File: src/rtl/mm_seq_pkg.sv
// Shared constants, state encoding and helpers for the host-command sequencer.
package mm_seq_pkg;

    localparam logic [7:0] SYNC = 8'hA5;
    localparam int unsigned N = 16;

    localparam logic [7:0] CMD_LOAD_A  = 8'h01;
    localparam logic [7:0] CMD_LOAD_B  = 8'h02;
    localparam logic [7:0] CMD_COMPUTE = 8'h03;
    localparam logic [7:0] CMD_PING    = 8'h04;

    localparam logic [7:0] STAT_OK = 8'h00;
    localparam logic [7:0] STAT_E1 = 8'hE1;  // checksum mismatch
    localparam logic [7:0] STAT_E2 = 8'hE2;  // unknown command
    localparam logic [7:0] STAT_E3 = 8'hE3;  // inter-byte timeout
    localparam logic [7:0] STAT_E4 = 8'hE4;  // compute without both operands

    typedef enum logic [3:0] {
        StIdle,
        StCmd,
        StPayload,
        StCsum,
        StRun,
        StWait,
        StRSync,
        StRStat,
        StRRd,
        StRHi,
        StRLo,
        StRCsum
    } state_e;

    function automatic logic known_cmd(input logic [7:0] c);
        return (c == CMD_LOAD_A) || (c == CMD_LOAD_B) || (c == CMD_COMPUTE) || (c == CMD_PING);
    endfunction

endpackage

File: src/rtl/mm_byte_tx.sv
// Single-byte transmit holder: keeps tx_data/tx_valid stable until the link accepts the byte.
module mm_byte_tx (
    input  logic       clk,
    input  logic       rst,
    input  logic       load,
    input  logic [7:0] load_data,
    input  logic       tx_ready,
    output logic [7:0] tx_data,
    output logic       tx_valid,
    output logic       accepted
);

    assign accepted = tx_valid && tx_ready;

    // load is only issued while empty or in the accepting cycle, so a held byte never changes
    always_ff @(posedge clk) begin
        if (!rst) begin
            tx_valid <= 1'b0;
            tx_data  <= 8'h00;
        end else if (load) begin
            tx_valid <= 1'b1;
            tx_data  <= load_data;
        end else if (accepted) begin
            tx_valid <= 1'b0;
        end
    end

endmodule

File: src/rtl/mm_host_seq.sv
// Framed host-command sequencer between the UART byte link and the 4x4 matrix-multiply engine.
// Define MM_SEQ_TIMEOUT_EN to abort a stalled host frame after TIMEOUT idle cycles (status E3).
module mm_host_seq
    import mm_seq_pkg::*;
#(
    parameter int unsigned TIMEOUT = 1024
) (
    input  logic        clk,
    input  logic        rst,
    input  logic [7:0]  rx_data,
    input  logic        rx_valid,
    output logic [7:0]  tx_data,
    output logic        tx_valid,
    input  logic        tx_ready,
    output logic        ld_we,
    output logic        ld_sel,
    output logic [3:0]  ld_addr,
    output logic [7:0]  ld_data,
    output logic        eng_start,
    input  logic        eng_done,
    output logic [3:0]  res_addr,
    input  logic [15:0] res_data,
    output logic        busy,
    output logic        err
);

    localparam logic [3:0] LastIdx = 4'(N - 1);

    state_e     state_q;
    logic [7:0] cmd_q;
    logic [7:0] stat_q;
    logic [7:0] csum_q;
    logic [3:0] idx_q;
    logic       rd_ph_q;
    logic [7:0] lo_q;
    logic       a_ok_q;
    logic       b_ok_q;

    logic       tx_load;
    logic [7:0] tx_byte;
    logic       tx_accept;
    logic [7:0] frame_stat;
    logic       run_go;
    logic       has_data;
    logic       in_frame;
    logic       timeout_hit;

    mm_byte_tx u_byte_tx (
        .clk       (clk),
        .rst       (rst),
        .load      (tx_load),
        .load_data (tx_byte),
        .tx_ready  (tx_ready),
        .tx_data   (tx_data),
        .tx_valid  (tx_valid),
        .accepted  (tx_accept)
    );

    assign busy     = (state_q != StIdle);
    assign in_frame = (state_q == StCmd) || (state_q == StPayload) || (state_q == StCsum);
    assign has_data = (stat_q == STAT_OK) && (cmd_q == CMD_COMPUTE);

`ifdef MM_SEQ_TIMEOUT_EN
    localparam int unsigned ToW = $clog2(TIMEOUT + 1);
    logic [ToW-1:0] to_cnt_q;

    always_ff @(posedge clk) begin
        if (!rst || !in_frame || rx_valid) begin
            to_cnt_q <= '0;
        end else begin
            to_cnt_q <= to_cnt_q + 1'b1;
        end
    end

    assign timeout_hit = in_frame && !rx_valid && (to_cnt_q == ToW'(TIMEOUT - 1));
`else
    logic unused_timeout;
    assign unused_timeout = ^32'(TIMEOUT);
    assign timeout_hit    = 1'b0;
`endif

    // Status the current frame ends with if the byte in hand is its checksum
    always_comb begin
        frame_stat = STAT_OK;
        if (rx_data != csum_q) begin
            frame_stat = STAT_E1;
        end else if (stat_q != STAT_OK) begin
            frame_stat = stat_q;
        end else if ((cmd_q == CMD_COMPUTE) && !(a_ok_q && b_ok_q)) begin
            frame_stat = STAT_E4;
        end
        run_go = (frame_stat == STAT_OK) && (cmd_q == CMD_COMPUTE);
    end

    always_comb begin
        tx_load = 1'b0;
        tx_byte = SYNC;
        unique case (state_q)
            StCsum:  tx_load = rx_valid && !run_go;
            StWait:  tx_load = eng_done;
            StRSync: begin
                tx_load = tx_accept;
                tx_byte = stat_q;
            end
            StRStat: begin
                tx_load = tx_accept && !has_data;
                tx_byte = stat_q;
            end
            StRRd: begin
                tx_load = rd_ph_q;
                tx_byte = res_data[15:8];
            end
            StRHi: begin
                tx_load = tx_accept;
                tx_byte = lo_q;
            end
            StRLo: begin
                tx_load = tx_accept && (idx_q == LastIdx);
                tx_byte = csum_q;
            end
            default: ;
        endcase
        if (timeout_hit) begin
            tx_load = 1'b1;
            tx_byte = SYNC;
        end
    end

    always_ff @(posedge clk) begin
        if (!rst) begin
            state_q   <= StIdle;
            cmd_q     <= 8'h00;
            stat_q    <= STAT_OK;
            csum_q    <= 8'h00;
            idx_q     <= 4'd0;
            rd_ph_q   <= 1'b0;
            lo_q      <= 8'h00;
            a_ok_q    <= 1'b0;
            b_ok_q    <= 1'b0;
            err       <= 1'b0;
            eng_start <= 1'b0;
            ld_we     <= 1'b0;
            ld_sel    <= 1'b0;
            ld_addr   <= 4'd0;
            ld_data   <= 8'h00;
            res_addr  <= 4'd0;
        end else begin
            ld_we     <= 1'b0;
            eng_start <= 1'b0;
            unique case (state_q)
                StIdle: begin
                    if (rx_valid && (rx_data == SYNC)) state_q <= StCmd;
                end
                StCmd: begin
                    if (rx_valid) begin
                        cmd_q  <= rx_data;
                        csum_q <= rx_data;
                        idx_q  <= 4'd0;
                        stat_q <= known_cmd(rx_data) ? STAT_OK : STAT_E2;
                        if (rx_data == CMD_LOAD_A) begin
                            a_ok_q  <= 1'b0;
                            state_q <= StPayload;
                        end else if (rx_data == CMD_LOAD_B) begin
                            b_ok_q  <= 1'b0;
                            state_q <= StPayload;
                        end else begin
                            state_q <= StCsum;
                        end
                    end
                end
                StPayload: begin
                    if (rx_valid) begin
                        ld_we   <= 1'b1;
                        ld_sel  <= (cmd_q == CMD_LOAD_B);
                        ld_addr <= idx_q;
                        ld_data <= rx_data;
                        csum_q  <= csum_q ^ rx_data;
                        idx_q   <= idx_q + 4'd1;
                        if (idx_q == LastIdx) state_q <= StCsum;
                    end
                end
                StCsum: begin
                    if (rx_valid) begin
                        stat_q <= frame_stat;
                        err    <= (frame_stat != STAT_OK);
                        if (run_go) begin
                            eng_start <= 1'b1;
                            state_q   <= StRun;
                        end else begin
                            state_q <= StRSync;
                        end
                        if ((frame_stat == STAT_OK) && (cmd_q == CMD_LOAD_A)) a_ok_q <= 1'b1;
                        if ((frame_stat == STAT_OK) && (cmd_q == CMD_LOAD_B)) b_ok_q <= 1'b1;
                    end
                end
                StRun:   state_q <= StWait;
                StWait: begin
                    if (eng_done) state_q <= StRSync;
                end
                StRSync: begin
                    if (tx_accept) begin
                        csum_q  <= stat_q;
                        state_q <= StRStat;
                    end
                end
                StRStat: begin
                    if (tx_accept) begin
                        if (has_data) begin
                            idx_q    <= 4'd0;
                            res_addr <= 4'd0;
                            rd_ph_q  <= 1'b0;
                            state_q  <= StRRd;
                        end else begin
                            state_q <= StRCsum;
                        end
                    end
                end
                StRRd: begin
                    // first cycle presents res_addr, second captures the word
                    if (!rd_ph_q) begin
                        rd_ph_q <= 1'b1;
                    end else begin
                        rd_ph_q <= 1'b0;
                        lo_q    <= res_data[7:0];
                        csum_q  <= csum_q ^ res_data[15:8];
                        state_q <= StRHi;
                    end
                end
                StRHi: begin
                    if (tx_accept) begin
                        csum_q  <= csum_q ^ lo_q;
                        state_q <= StRLo;
                    end
                end
                StRLo: begin
                    if (tx_accept) begin
                        if (idx_q == LastIdx) begin
                            state_q <= StRCsum;
                        end else begin
                            idx_q    <= idx_q + 4'd1;
                            res_addr <= idx_q + 4'd1;
                            state_q  <= StRRd;
                        end
                    end
                end
                StRCsum: begin
                    if (tx_accept) state_q <= StIdle;
                end
                default: state_q <= StIdle;
            endcase
            if (timeout_hit) begin
                stat_q  <= STAT_E3;
                err     <= 1'b1;
                state_q <= StRSync;
            end
        end
    end

endmodule

File: config.mk
export PLATFORM = sky130hd
export DESIGN_NAME = mm_host_seq
export DESIGN_NICKNAME = d
export VERILOG_FILES = /design/src/rtl/mm_seq_pkg.sv /design/src/rtl/mm_byte_tx.sv /design/src/rtl/mm_host_seq.sv
export SDC_FILE = /design/constraint.sdc
export NUM_CORES = 1
export LEC_CHECK = 0
export BUFFER_PORTS_ARGS = -buffer_cell sky130_fd_sc_hd__buf_2
export CAP_MARGIN = 20
export CORE_AREA = 2 2 96 98
export DETAILED_ROUTE_END_ITERATION = 16
export DIE_AREA = 0 0 98 100
export PLACE_DENSITY = 0.82
export SETUP_SLACK_MARGIN = 0.1
export SYNTH_ARGS = -nofsm -noshare
export SYNTH_HDL_FRONTEND = slang
export SYNTH_HIERARCHICAL = 1
export SYNTH_SLANG_ARGS = --single-unit
export TNS_END_PERCENT = 5
File: constraint.sdc
create_clock -name clk -period 1.9 [get_ports clk]
set_input_delay 0.475 -clock clk [delete_from_list [all_inputs] [get_ports clk]]
set_output_delay 0.475 -clock clk [all_outputs]
set_load 0.05 [all_outputs]
* Word level (Yosys, flattened, before mapping)
Index checks and enable logic that the tools add are counted.
W data, S select, Z words.
** Operators by class
- Bitwise gates (word level) :: 3
- Equal/unequal tests :: 40
- Multiplexer cells :: 60
- Reductions and logical operators :: 45
- $add $sub $neg :: 1
** Operator list (number)
- $mux W8 :: 11
- $mux W4 :: 18
- $pmux W4 S12 :: 1
- $pmux W8 S5 :: 1
- $eq A8 B2 Y1 const B :: 4
- $pmux W8 S4 :: 1
- $ne A2 B2 Y1 const B :: 14
- $xor A8 B8 Y8 :: 3
- $eq A4 B4 Y1 const B :: 5
- $mux W1 :: 18
- $eq A4 B3 Y1 const B :: 4
- $eq A8 B1 Y1 const B :: 2
- $logic_not A8 Y1 :: 2
- $pmux W4 S4 :: 1
- $pmux W8 S2 :: 1
- $reduce_bool A8 Y1 :: 2
- $reduce_and A12 Y1 :: 1
- $reduce_and A6 Y1 :: 2
- $logic_and A1 B1 Y1 :: 11
- $ne A2 B1 Y1 const B :: 5
- $reduce_and A2 Y1 :: 5
- $reduce_and A5 Y1 :: 2
- $reduce_and A3 Y1 :: 3
- $eq A4 B2 Y1 const B :: 2
- other kinds (17) :: 30
** Word-level totals
- Word-level logic and storage cells :: 167
- Register bits :: 72
- Bits of input ports :: 29
- Output and inout port bits :: 30

* Longest topological paths before layout
- Word-level depth :: 12
- Gate-level depth with buffers :: 11
- Mapped depth without buffers :: 8

* By module
Netlist, hierarchy kept.
** By module, submodules not included
- mm_host_seq :: seq. area each 1261.2 µm², cells an instance 481, times used 1, area an instance 3906.2 µm²
- mm_byte_tx :: seq. area each 180.2 µm², cells an instance 29, times used 1, area an instance 341.6 µm²

* Worst setup path before layout
Ideal clock, no wire load.
- Path kind :: reg2reg
- Start point :: reg u_byte_tx.tx_valid
- End point :: reg idx_q[0]
- Clock period less this slack :: 2.106 ns
- Slack :: -0.206 ns
- Buffers on the path :: 1
- Stages on the path, launching flop included :: 8
- Data required time :: 1.830 ns
- Data arrival time :: 2.036 ns
- Setup time :: 0.070 ns
- Path through :: dfxtp_1 > and2_1 > buf_2 > and3_1 > o21ai_0 > o211a_1 > or4_1 > a21oi_1
** Between the ends
- Word-level cells in the longest chain between the ends :: 3
- Elaborated cells between the ends (all ways) :: 4
- Classes of those cells :: eq/ne: 2; reduce/logical: 2
** RTL lines
- start, declared :: line mm_byte_tx.sv:9 : output logic tx_valid,
- start signal, assigned :: line mm_byte_tx.sv:18 : tx_valid <= 1'b0;
- start signal, assigned :: line mm_byte_tx.sv:21 : tx_valid <= 1'b1;
- start signal, assigned :: line mm_byte_tx.sv:24 : tx_valid <= 1'b0;
- $logic_and A1 B1 Y1 * :: line mm_byte_tx.sv:13 : assign accepted = tx_valid && tx_ready;
- via tx_accept :: line mm_host_seq.sv:41 : logic tx_accept;
- $ne A2 B2 Y1 (no line)
- $reduce_and A7 Y1 (no line) *
- end signal, assigned :: line mm_host_seq.sv:178 : idx_q <= idx_q + 4'd1;
- end signal, assigned :: line mm_host_seq.sv:240 : idx_q <= idx_q + 4'd1;
- end, declared :: line mm_host_seq.sv:33 : logic [3:0] idx_q;
The timed path passes the listed nets; every way through them passes the cells marked *.
A chain may end at the register's enable or synchronous reset.

* Worst setup path in the final report
- Start point :: reg stat_q[4]
- End point :: reg idx_q[0]
** Between the ends
- Word-level cells in the longest chain between the ends :: 4
** RTL lines
- start, declared :: line mm_host_seq.sv:31 : logic [7:0] stat_q;
- start signal, assigned :: line mm_host_seq.sv:159 : stat_q <= known_cmd(rx_data) ? STAT_OK : STAT_E2;
- start signal, assigned :: line mm_host_seq.sv:184 : stat_q <= frame_stat;
- $logic_not A8 Y1 :: line mm_host_seq.sv:61 : assign has_data = (stat_q == STAT_OK) && (cmd_q == CMD_COMPUTE);
- $logic_and A1 B1 Y1 :: line mm_host_seq.sv:61
- $ne A2 B2 Y1 (no line)
- $reduce_and A7 Y1 (no line)
No other way between the ends.

==> results.toml <==
[clock_network]
clockRootBuffer = "clkbuf_8"
cts_sinks = 72
cts_buffers = 9
h-tree-depth = 3
clock_path_buffers = 2
cts.clk_slew.worst_paths_ns = 0.08
ctsHoldBuffers = 0
clk_latency_ns = 0.36
cts_tree = "done"

[routing]
wl_per_cell_um = 17.46
drt_iter0_markers = 311
via_count = 4605
drc_errors = 0
dr.pass1.iters = 6
wl_um = 13420
via_per_inst = 5.988
ant_nets = 0

[global_route]
grt_usage_pct = 27.63
overflow = 0
antenna_found_initial = 0
grtUsageMet2_pct = 48.95
top_usage_layer = "met2"
grt_max_degree = 21
grt_pass1_vias = 4531
grtUsageMet1_pct = 33.15
grtUsageMet3_pct = 5.084
grt_first_pass_wirelength_um = 22110

[floorplan]
core_mm2 = 0.008890
ios = 59
die_height_um = 100
fp.dieW_um = 98
die_area_mm2 = 0.009800
start_util_pct = 47.78
rows = 35

[setup_path]
start_kind = "flip-flop"
cpMostUsedCell = "buf_12"
cpMaxStageDelayCell = "or4_4"
reg2reg_from = "stat_q[4]"
cp-end-kind = "flip-flop"
crit_fanout = 5
setup.worst_path.start = "stat_q[4]"
critical_path.cell_chain = "nor4_4 > and4_4 > buf_12 > buf_12 > o22ai_4 > buf_6 > or4_4 > a21oi_2"
critical-path-top-delay-family = "simple AND/OR/NAND/NOR gates"
crit_type = "flip-flop to flip-flop"
path_buf_inv = 3
slowest_delay_ns = 0.41
worstPathArrival_ns = 2.27
critPathRequiredTime_ns = 2.19

[synthesis]
async_flop_share_pct = 0
yosys.area.top_type = "dfxtp_1"
synth.net_count = 540
synth_top_area_share_pct = 33.93
yosys_warnings = 6
synth-seq-cells = 72
yosysMostFrequentCell = "dfxtp_1"
synth_edf_count = 0
yosys-top-cells-area = "dfxtp_1, mux2i_1, a21oi_1"
synth_cells = 510
synth_commonest_cells = "dfxtp_1, nand2_1, a21oi_1"
synthDistinctLibCells = 73
synth_flop_cell = "dfxtp_1"
syn_avg_cell_area_um2 = 8.329
synth-seq-area-share_pct = 33.93
synth_area_mm2 = 0.004248

[job]
maxCapViolations = 0

[cells_and_area]
nFillCells = 728
antenna_cells = 0
post_route_cells_drive_above_1_share_pct = 37.39
fin_cells = 769
syn2layout_area_growth_pct = 34.58
final_nets = 683

[sta]
fmax_mhz = 505.7
period_needed_ns = 1.978
max-slew-margin-rel_pct = 65.73
rsz0062_at_grt = "yes"
drv_slew = 0
tightest_slew_ns = 0.5128
min_period_over_period_pct = 104.1
fin_hold_ws_ns = 0.3643
finalSetupViolCount = 11
finalHoldViolations = 0
clock_skew_ns = 0.01804
fin_ws_ns = -0.07760

[outcome]
violations = "negative setup slack"
outcome = "complete, but fails checks"

[pwr]
peakVddDrop_v = 0.0004250
p_leak_nw = 2.364
p_per_area_mw_per_mm2 = 660.6

[placed_design]
gp_congestion = 0.9723
hpwl_um = 10150
portBuffers = 58
place_inst = 750

[hold_path]
hp-class = "input pin to flip-flop"
hp-start = "res_data[1]"
per-stage QoR:
stage          worst slack, ns  cell area (µm²)  utilization (%)  power, mW  setup TNS, ns
6_report              -0.07760             5717            64.31      3.777        -0.5635
5_1_grt                -0.1602             5717            64.31      3.933         -1.907
4_1_cts               -0.08444             5613            63.14      3.734        -0.4395
3_5_place_dp           -0.3695             5346            60.14      2.598         -6.091
3_3_place_gp           -0.3074             5346            60.14      2.580         -4.991
2_1_floorplan         -0.04920             4273                -      2.203        -0.5203
cells by family (layout without fill, tap and decap cells):
kind of cell	count (synthesis)	after routing	synth area share (%)
buffers and inverters	49	197	5.773
muxes	32	32	7.658
and+or+nand+nor	197	197	26.10
adders and majority gates	1	1	0.2945
AOI/OAI and AO/OA	147	147	23.77
DFF	72	72	33.93
xor gates and xnor gates	12	12	2.474
area by class of cell:
class	count	area [µm²]	area share (%)
clock buffer	10	137.6	2.408
clock inverter	6	42.54	0.7441
inverter	10	37.54	0.6566
multi-input combinational	389	2675	46.79
sequential	72	1459	25.52
tap	111	138.9	2.429
timing repair buffer	171	1226	21.45
power breakdown:
group	leakage [nW]	switching [mW]	internal, mW	total (mW)
Combinational	1.69	0.532	0.477	1.01
Clock	0.0887	0.619	0.511	1.13
Sequential	0.585	0.0685	1.57	1.64
Total	2.36	1.22	2.56	3.78
metal layers:
metal | share of wire, % | up-vias
met5 | 0 | -
met4 | 2.8 | 0
met3 | 6.5 | 44
met2 | 51 | 199
met1 | 40 | 2205
li1 | - | 2157
state kept, by name (all words and copies together), names as in the netlist, 4 cells and up:
name,count
lo_q,8
ld_data,8
u_byte_tx/tx_data,8
idx_q,4
cmd_q,8
stat_q,8
state_q,4
res_addr,4
csum_q,8
ld_addr,4
worst min-delay path, stage by stage:
cell	delay [ns]
buf_2	0.09
nand3_1	0.05
a21oi_1	0.05
placed cells by master (no fill, tap or decap), types with 4 or more instances in the layout:
| cell | count |
|---|---|
| dfxtp_1 | 64 |
| inv_1 | 9 |
| nor2b_1 | 13 |
| a31oi_1 | 5 |
| nor2_1 | 38 |
| dfxtp_2 | 5 |
| nor3b_1 | 5 |
| buf_4 | 103 |
| o21ai_0 | 30 |
| nor3_1 | 5 |
| buf_6 | 6 |
| nand3_1 | 29 |
| or3_1 | 8 |
| a21oi_1 | 38 |
| mux2i_2 | 4 |
| mux2i_1 | 24 |
| nand4_1 | 7 |
| o21ai_1 | 8 |
| buf_2 | 57 |
| xor2_1 | 11 |
| and2_1 | 5 |
| mux2_2 | 4 |
| nor4_1 | 4 |
| a22o_1 | 7 |
| nand2_1 | 45 |
| a211oi_1 | 5 |
| o22ai_1 | 4 |
| nand2b_1 | 4 |
| a21boi_1 | 4 |
| buf_12 | 5 |
| o21a_1 | 5 |
| clkbuf_8 | 10 |
final timing paths:
path | to | slack (ns) | cells past startpoint
setup / recovery | idx_q[0] | -0.08 | 8
hold / removal | lo_q[1] | 0.36 | 3
setup reg to reg | idx_q[0] | -0.08 | 8
hold reg to reg | lo_q[4] | 0.46 | 2
repair_timing:
action,in CTS,in global routing
endpoints found under the hold margin,0,0
setup buffers,2,1
endpoints found under the setup margin,44,40
resized for setup,23,30
cloned,0,0
pin swaps,10,19
(Power assumes the default switching activity.)
